### src/rtl/evm_pkg.sv
// Shared types and constants for the EVM voter-session controller.
package evm_pkg;

    typedef enum logic [2:0] {
        IDLE   = 3'd0,
        CHECK  = 3'd1,
        BALLOT = 3'd2,
        COMMIT = 3'd3,
        DONE   = 3'd4,
        REJECT = 3'd5
    } state_e;

    localparam logic [1:0] ST_IDLE = 2'd0;
    localparam logic [1:0] ST_OK   = 2'd1;
    localparam logic [1:0] ST_DUP  = 2'd2;
    localparam logic [1:0] ST_TMO  = 2'd3;

    // UID 0 is never a valid voter.
    localparam int unsigned UID_RESERVED = 0;

endpackage

### src/rtl/voter_registry.sv
// One bit per UID recording whether that voter has already cast a vote.
module voter_registry #(
    parameter int unsigned UID_W = 6
) (
    input  logic             clock,
    input  logic             reset,
    input  logic             set_en,
    input  logic [UID_W-1:0] set_addr,
    input  logic [UID_W-1:0] rd_addr,
    output logic             rd_hit
);

    logic [2**UID_W-1:0] voted_q;

    always_ff @(posedge clock) begin
        if (!reset) begin
            voted_q <= '0;
        end else if (set_en) begin
            voted_q[set_addr] <= 1'b1;
        end
    end

    assign rd_hit = voted_q[rd_addr];

endmodule

### src/rtl/ballot_session_ctrl.sv
// Voter session sequencer: UID entry, duplicate check, ballot window, single vote commit.
// Optional ballot-window timeout is enabled by defining BALLOT_TIMEOUT_EN.
module ballot_session_ctrl
    import evm_pkg::*;
#(
    parameter int unsigned UID_W      = 6,
    parameter int unsigned NUM_CAND   = 4,
    parameter int unsigned BALLOT_CYC = 500,
    parameter int unsigned HOLD_CYC   = 8
) (
    input  logic                clock,
    input  logic                reset,
    input  logic                mode,
    input  logic [UID_W-1:0]    uid,
    input  logic                enter,
    input  logic [NUM_CAND-1:0] cand,
    output logic                vote_valid,
    output logic [NUM_CAND-1:0] vote_cand,
    input  logic                vote_ready,
    output logic [2:0]          state_o,
    output logic [1:0]          status,
    output logic [7:0]          voters_done,
    output logic [7:0]          led
);

    localparam int unsigned HOLD_W = $clog2(HOLD_CYC + 1);

    if (BALLOT_CYC < 1 || HOLD_CYC < 1) begin : g_bad_param
        $error("BALLOT_CYC and HOLD_CYC must be at least 1");
    end

    state_e              state_q, state_d;
    logic                enter_q;
    logic [UID_W-1:0]    uid_q, uid_d;
    logic [NUM_CAND-1:0] cand_q, cand_d;
    logic [1:0]          status_q, status_d;
    logic [7:0]          done_q, done_d;
    logic [HOLD_W-1:0]   hold_q, hold_d;
    logic                start;
    logic                cand_onehot;
    logic                reg_hit;
    logic                reg_set;

`ifdef BALLOT_TIMEOUT_EN
    localparam int unsigned TMR_W = $clog2(BALLOT_CYC + 1);
    logic [TMR_W-1:0] timer_q, timer_d;
`endif

    assign start       = enter & ~enter_q;
    assign cand_onehot = (cand != '0) && ((cand & (cand - 1'b1)) == '0);

    voter_registry #(
        .UID_W (UID_W)
    ) u_registry (
        .clock    (clock),
        .reset    (reset),
        .set_en   (reg_set),
        .set_addr (uid_q),
        .rd_addr  (uid_q),
        .rd_hit   (reg_hit)
    );

    always_ff @(posedge clock) begin
        if (!reset) begin
            state_q  <= IDLE;
            enter_q  <= 1'b0;
            uid_q    <= '0;
            cand_q   <= '0;
            status_q <= ST_IDLE;
            done_q   <= '0;
            hold_q   <= '0;
`ifdef BALLOT_TIMEOUT_EN
            timer_q  <= '0;
`endif
        end else begin
            state_q  <= state_d;
            enter_q  <= enter;
            uid_q    <= uid_d;
            cand_q   <= cand_d;
            status_q <= status_d;
            done_q   <= done_d;
            hold_q   <= hold_d;
`ifdef BALLOT_TIMEOUT_EN
            timer_q  <= timer_d;
`endif
        end
    end

    always_comb begin
        state_d  = state_q;
        uid_d    = uid_q;
        cand_d   = cand_q;
        status_d = status_q;
        done_d   = done_q;
        hold_d   = hold_q;
        reg_set  = 1'b0;
`ifdef BALLOT_TIMEOUT_EN
        timer_d  = timer_q;
`endif
        unique case (state_q)
            IDLE: begin
                if (start && !mode) begin
                    uid_d   = uid;
                    state_d = CHECK;
                end
            end
            CHECK: begin
                if (mode) begin
                    status_d = ST_TMO;
                    state_d  = REJECT;
                end else if (uid_q == UID_W'(UID_RESERVED) || reg_hit) begin
                    status_d = ST_DUP;
                    state_d  = REJECT;
                end else begin
                    state_d = BALLOT;
`ifdef BALLOT_TIMEOUT_EN
                    timer_d = '0;
`endif
                end
            end
            BALLOT: begin
                // Multi-button presses fall through and are simply ignored this cycle.
                if (mode) begin
                    status_d = ST_TMO;
                    state_d  = REJECT;
                end else if (cand_onehot) begin
                    cand_d  = cand;
                    state_d = COMMIT;
                end
`ifdef BALLOT_TIMEOUT_EN
                else if (timer_q == TMR_W'(BALLOT_CYC - 1)) begin
                    status_d = ST_TMO;
                    state_d  = REJECT;
                end else begin
                    timer_d = timer_q + TMR_W'(1);
                end
`endif
            end
            COMMIT: begin
                // mode is deliberately ignored here so an offered vote is never dropped.
                if (vote_ready) begin
                    reg_set  = 1'b1;
                    done_d   = (done_q == 8'hFF) ? done_q : done_q + 8'd1;
                    cand_d   = '0;
                    status_d = ST_OK;
                    state_d  = DONE;
                end
            end
            DONE, REJECT: begin
                if (hold_q == HOLD_W'(HOLD_CYC - 1)) begin
                    hold_d   = '0;
                    status_d = ST_IDLE;
                    state_d  = IDLE;
                end else begin
                    hold_d = hold_q + HOLD_W'(1);
                end
            end
            default: begin
                state_d = IDLE;
            end
        endcase
    end

    assign vote_valid  = (state_q == COMMIT);
    assign vote_cand   = cand_q;
    assign state_o     = state_q;
    assign status      = status_q;
    assign voters_done = done_q;
    assign led         = {state_q, status_q, vote_valid, (state_q != IDLE), 1'b0};

endmodule
### config.mk
export PLATFORM = sky130hd
export DESIGN_NAME = ballot_session_ctrl
export DESIGN_NICKNAME = d
export VERILOG_FILES = /design/src/rtl/evm_pkg.sv /design/src/rtl/voter_registry.sv /design/src/rtl/ballot_session_ctrl.sv
export SDC_FILE = /design/constraint.sdc
export NUM_CORES = 1
export LEC_CHECK = 0
export CORE_AREA = 4 4 113 115
export DETAILED_ROUTE_END_ITERATION = 10
export DIE_AREA = 0 0 117 119
export SLEW_MARGIN = 20
export SYNTH_ARGS = -nofsm -noshare
export SYNTH_HDL_FRONTEND = slang
export SYNTH_SLANG_ARGS = --single-unit
### constraint.sdc
create_clock -name clock -period 2.8 [get_ports clock]
set_input_delay 0.42 -clock clock [delete_from_list [all_inputs] [get_ports clock]]
set_output_delay 0.42 -clock clock [all_outputs]
set_load 0.01 [all_outputs]
* Word-level counts from Yosys, hierarchy flattened
Index checks and enable logic that the tools add are counted.
** Cells by class
- $add $sub $neg :: 3
- $mul :: 0
- Div/mod/pow operators :: 0
- Order comparisons :: 2
- Equality and inequality tests :: 15
- Shifts and indexed selects :: 0
- Mux-type cells :: 25
- Bitwise gates (word level) :: 5
- Reduce and logical (&&, ||, !) cells :: 18
** Operator list (number)
- 64-bit OR :: 1
- 3-bit two-way mux :: 7
- 4-bit two-way mux :: 4
- 3-bit case mux with 5 select lines :: 1
- 2-bit two-way mux :: 5
- 2-bit inequality test, second input constant :: 5
- 8-bit by 1-bit adder with 8-bit output, second input constant :: 1
- 8-bit equality test, second input constant :: 1
- 2-bit case mux with 4 select lines :: 1
- 4-bit case mux with 2 select lines :: 1
- 4-bit AND reduction :: 2
- 4-bit nonzero test :: 2
- 6-bit by 7-bit < comparator with 1-bit output, second input constant :: 1
- 1-bit binary-select mux with 6-bit select :: 1
- 1-bit demux with 6-bit select :: 1
- 3-bit by 2-bit equality test with 1-bit output, second input constant :: 2
- 3-bit equality test, second input constant :: 2
- 6-bit by 1-bit greater-or-equal comparator with 1-bit output, second input constant :: 1
- 6-bit zero test :: 1
- 3-bit inequality test, second input constant :: 2
- 5-bit AND reduction :: 1
- 4-bit by 1-bit adder with 4-bit output, second input constant :: 1
- 4-bit bitwise AND :: 1
- 4-bit by 3-bit equality test with 1-bit output, second input constant :: 1
- 16 further kinds :: 22
** Word-level totals
- Register bits :: 92
- Bits in latches :: 0
- Bits in writable memories :: 0
- Bits in read-only memories :: 0
- Output and inout bits :: 26
- Memories :: 0

* Longest topological paths before layout
- Depth in word-level cells :: 7
- Gate-level depth with buffers :: 9

* Hierarchy
From an unflattened synthesis, not the netlist that was laid out.
** Second synthesis, totals
- Cell total of the unflattened synthesis :: 455
- Area, all modules :: 4418.0 um^2
** Modules (own cells, without submodules)
- voter_registry :: instances 1, cells each 294, area each 2912.8 um^2, seq. area each 1281.2 um^2
- ballot_session_ctrl :: instances 1, cells each 161, area each 1505.2 um^2, seq. area each 560.5 um^2

* Least setup slack after synthesis
Ideal clock, no wire load.
- Path type :: register -> register
- Start point :: reg uid_q[2]
- End point :: reg status_q[0], in the netlist status[0]
- Arrival time :: 2010 ps
- Setup slack :: 662 ps
- Cell stages (with the launch flop) :: 9
- Clock period less this slack :: 2138 ps
- Cell sequence :: dfxtp_1 > buf_6 > mux2_4 > a221o_1 > a22o_1 > a22o_1 > nor4b_2 > a31oi_1 > mux2i_1
** On the way
- Longest elaborated chain between the ends :: 5
- Elaborated cells on any way between the ends :: 6
** Ends and longest elaborated chain
- start: declaration :: RTL line ballot_session_ctrl.sv:34 : logic [UID_W-1:0] uid_q, uid_d;
- start signal: assignment :: RTL line ballot_session_ctrl.sv:78 : uid_q <= uid_d;
- 1-bit binary-select mux with 6-bit select :: RTL line voter_registry.sv:23 : assign rd_hit = voted_q[rd_addr];
- 1-bit two-way mux (not written as such) :: RTL line voter_registry.sv:23
- 1-bit logical OR * :: RTL line ballot_session_ctrl.sv:111 : end else if (uid_q == UID_W'(UID_RESERVED) || reg_hit) begin
- 3-bit inequality test (no line) *
- 5-bit AND reduction (no line) *
- end signal: assignment :: RTL line ballot_session_ctrl.sv:80 : status_q <= status_d;
- end: declaration :: RTL line ballot_session_ctrl.sv:36 : logic [1:0] status_q, status_d;
Mark *: on every way between the ends. The rest lies on a longest branch, timed or not. The select of a mux whose other input is x is not followed.
A chain may end at the register's enable or synchronous reset.

* Worst setup path after layout
- Start point :: reg uid_q[1]
- End point :: reg status_q[1], in the netlist status[1]
Same word-level chain as after synthesis.

==> results.toml <==
[cts]
postCtsSetupBuffers = 0
cts.sinks = 92
numCtsBuffers = 9
clk_latency_ns = 0.34
cts.repair.resized = 0
ctsHoldBuffers = 0
clock_tree.root_cell = "clkbuf_16"
cts_tree = "yes"
path_clk_slew_ns = 0.07
htreeDepth = 3
clockBufferDepth = 2

[pwr]
powerDensity_nw_per_um2 = 606
power_frac_comb = 0.136
pwr-share-clk = 0.407
seqPwrFrac = 0.457
internal_power_mw = 2.29
irDropWorstVdd_v = 0.000239
p_leak_nw = 1.76
p_sw_frac = 0.253
p_sw_mw = 0.778

[logic_synthesis]
synth-xor-area-share = 0.0144
syn_area_per_cell_um2 = 8.99
yosys.area.top_type = "dfxtp_1"
yosys_warnings = 0
synth_top_flop_cell = "dfxtp_1"
synth_edf_count = 0
yosysMostFrequentCell = "dfxtp_1"
synth_top_area_frac = 0.434
synthCells = 472
synth_compound_gate_area_share = 0.172
synth_top_family_by_area = "simple AND/OR/NAND/NOR gates"
ys_seq_elements = 92
synthTopCellsByCount = "dfxtp_1 (92), nor2_1 (51), nor2b_1 (50)"
synthArstFlopShare = 0
synth_simple_gate_area_share = 0.234
synth_fp_nets = 489
synth_cell_types = 49
ys_seq_area_frac = 0.434
ys_top_cells_by_area = "dfxtp_1 (43%), nor2b_1 (7.4%), o21a_1 (6.5%)"
synth_adder_area_share = 0.00590
syn_area_um2 = 4240
synthMuxAreaShare = 0.0952

[sta]
final.setup_skew_ns = 0.0102
setup_ws_ns = 0.220
hold_violations = 0
period_share = 0.922
max_freq_mhz = 388
final.setup.tns_ns = 0
post-route-min-period_ns = 2.58
rsz0062_at_grt = "false"
slew_violations = 0
tightest_slew_ns = 0.686
setup_viol = 0
relSlewSlack = 0.543

[setup_path]
critPathKind = "reg -> reg"
critPathBufInv = 0
required_ns = 3.02
cpPeakStageDelay_ns = 0.69
path_cells = "nor2b_1 > a221o_1 > a22o_1 > a22o_1 > nor4b_2 > a31oi_1 > mux2i_1"
cp_top_family = "compound AO/OA/AOI/OAI gates"
end_kind = "flop"
worstPathArrival_ns = 2.80
path_common_cell = "a22o_1"
critPathLaunchType = "flop"
crit_fanout = 15
cp_slowest_cell = "dfxtp_1"

[global_route]
overflow = 0
grt_pass1_wl_um = 17000
antenna_found_initial = 0
grt_pass1_vias = 3161
grt_start_max_net_pins = 58
grt.total_usage = 0.155

[worst_hold_path]
holdCritPathClass = "reg -> reg"

[detailed_routing]
drt_first_pass_iters = 4
ant_nets = 0
vias = 3319
drt_iter0_markers = 201
drc = 0
avgRoutedWirePerCell_um = 15.6
routed_wirelength_um = 10200
viasPerCell = 5.08

[floorplan]
die_area_um2 = 13900
die-width_um = 117
core_um2 = 11800
io_pins = 41
num_rows = 40
start_util = 0.359
die_h_um = 119

[place]
finalWeightedCongestion = 0.838
port_buffers = 39
pre_cts_ws_ns = 0.192
dpl.hpwl_um = 7260
placed_area_um2 = 4760

[cells_and_area]
antenna_cells = 0
fill_cells = 1159
syn2layout_area_growth_pct = 19.5
design_area_um2 = 5070
drive_above_1_share = 0.0870
fin_nets = 518

[run]
drv_cap = 0

[outcome]
run_status = "finished, final reports clean"
-- routing by layer --
layer  vias up  part of all wire  global-route usage
li1       1692                 -                   -
met1      1567              0.51               0.226
met2        47              0.44               0.220
met3        13             0.029              0.0300
met4         0             0.020              0.0681
met5         -                 0                   0
-- through the flow --
step | total power, mW | hold WS (ns) | cells | utilization
6_report | 3.07 | 0.468 | 653 | 0.429
5_1_grt | 3.20 | 0.478 | 653 | 0.429
4_1_cts | 3.10 | 0.469 | 653 | 0.429
3_5_place_dp | 1.85 | 0.454 | 637 | 0.403
3_3_place_gp | 1.85 | 0.445 | 637 | 0.403
2_1_floorplan | 1.69 | 0.432 | 472 | -
-- power by group through the flow --
| stage | Clock (mW) | Sequential [mW] | Combinational [mW] |
|---|---|---|---|
| after CTS | 1.28 | 1.40 | 0.422 |
| final | 1.25 | 1.40 | 0.418 |
| after floorplan | 0 | 1.40 | 0.292 |
| after global placement | 0 | 1.43 | 0.417 |
| after detailed placement | 0 | 1.43 | 0.419 |
| after global routing | 1.34 | 1.41 | 0.454 |
-- cell type report --
cell class	count	area [um2]	area share
sequential	92	1840	0.363
clock buffer	11	253	0.0499
multi-input combinational	343	2220	0.437
timing repair buffer	51	500	0.0987
clock inverter	5	58.8	0.0116
tap	147	184	0.0363
inverter	4	15.0	0.00296
-- final timing paths --
check        slack [ns]                                   to  cells after the start                           startpoint
max                0.22               status[1]$_SDFFE_PN0P_                      7                uid_q[1]$_SDFFE_PN0P_
min                0.47  u_registry.voted_q[42]$_SDFFE_PN0P_                      1  u_registry.voted_q[42]$_SDFFE_PN0P_
max reg2reg        0.22               status[1]$_SDFFE_PN0P_                      7                uid_q[1]$_SDFFE_PN0P_
min reg2reg        0.47  u_registry.voted_q[42]$_SDFFE_PN0P_                      1  u_registry.voted_q[42]$_SDFFE_PN0P_
-- registers in the layout, indices dropped and copies added, names as in the netlist --
signal              flops
enter_q                 1
hold_q                  4
state_o                 3
status                  2
u_registry.voted_q     64
uid_q                   6
vote_cand               4
voters_done             8
-- layout by cell type (no fill, tap or decap), drive strengths merged, types with 3 or more instances in the layout --
cell           instances
a21boi                 4
and3b                  4
and3                   5
xnor2                  5
nand2                 33
nand4                  5
nor2b                 50
clkbuf                11
buf                   13
dfxtp                 92
a22oi                  4
a21oi                 34
o21ai                 14
a22o                   4
mux2i                 22
nand3                  9
mux4                   5
nor2                  51
nor3                   4
clkdlybuf4s50         38
inv                    5
or3                    3
mux2                   6
a31oi                  3
nand2b                 3
and2                  10
nor4b                  3
o21a                  37
-- kinds of logic (layout without fill, tap and decap cells) --
logic type,Yosys count,after routing
XOR/XNOR,7,7
AO/OA/AOI/OAI,112,112
AND/OR/NAND/NOR,188,188
adder cells (fa/ha/maj),2,2
other,1,1
buffers and inverters,37,71
multiplexers,33,33
flip-flops,92,92
(Power assumes the default switching activity.)
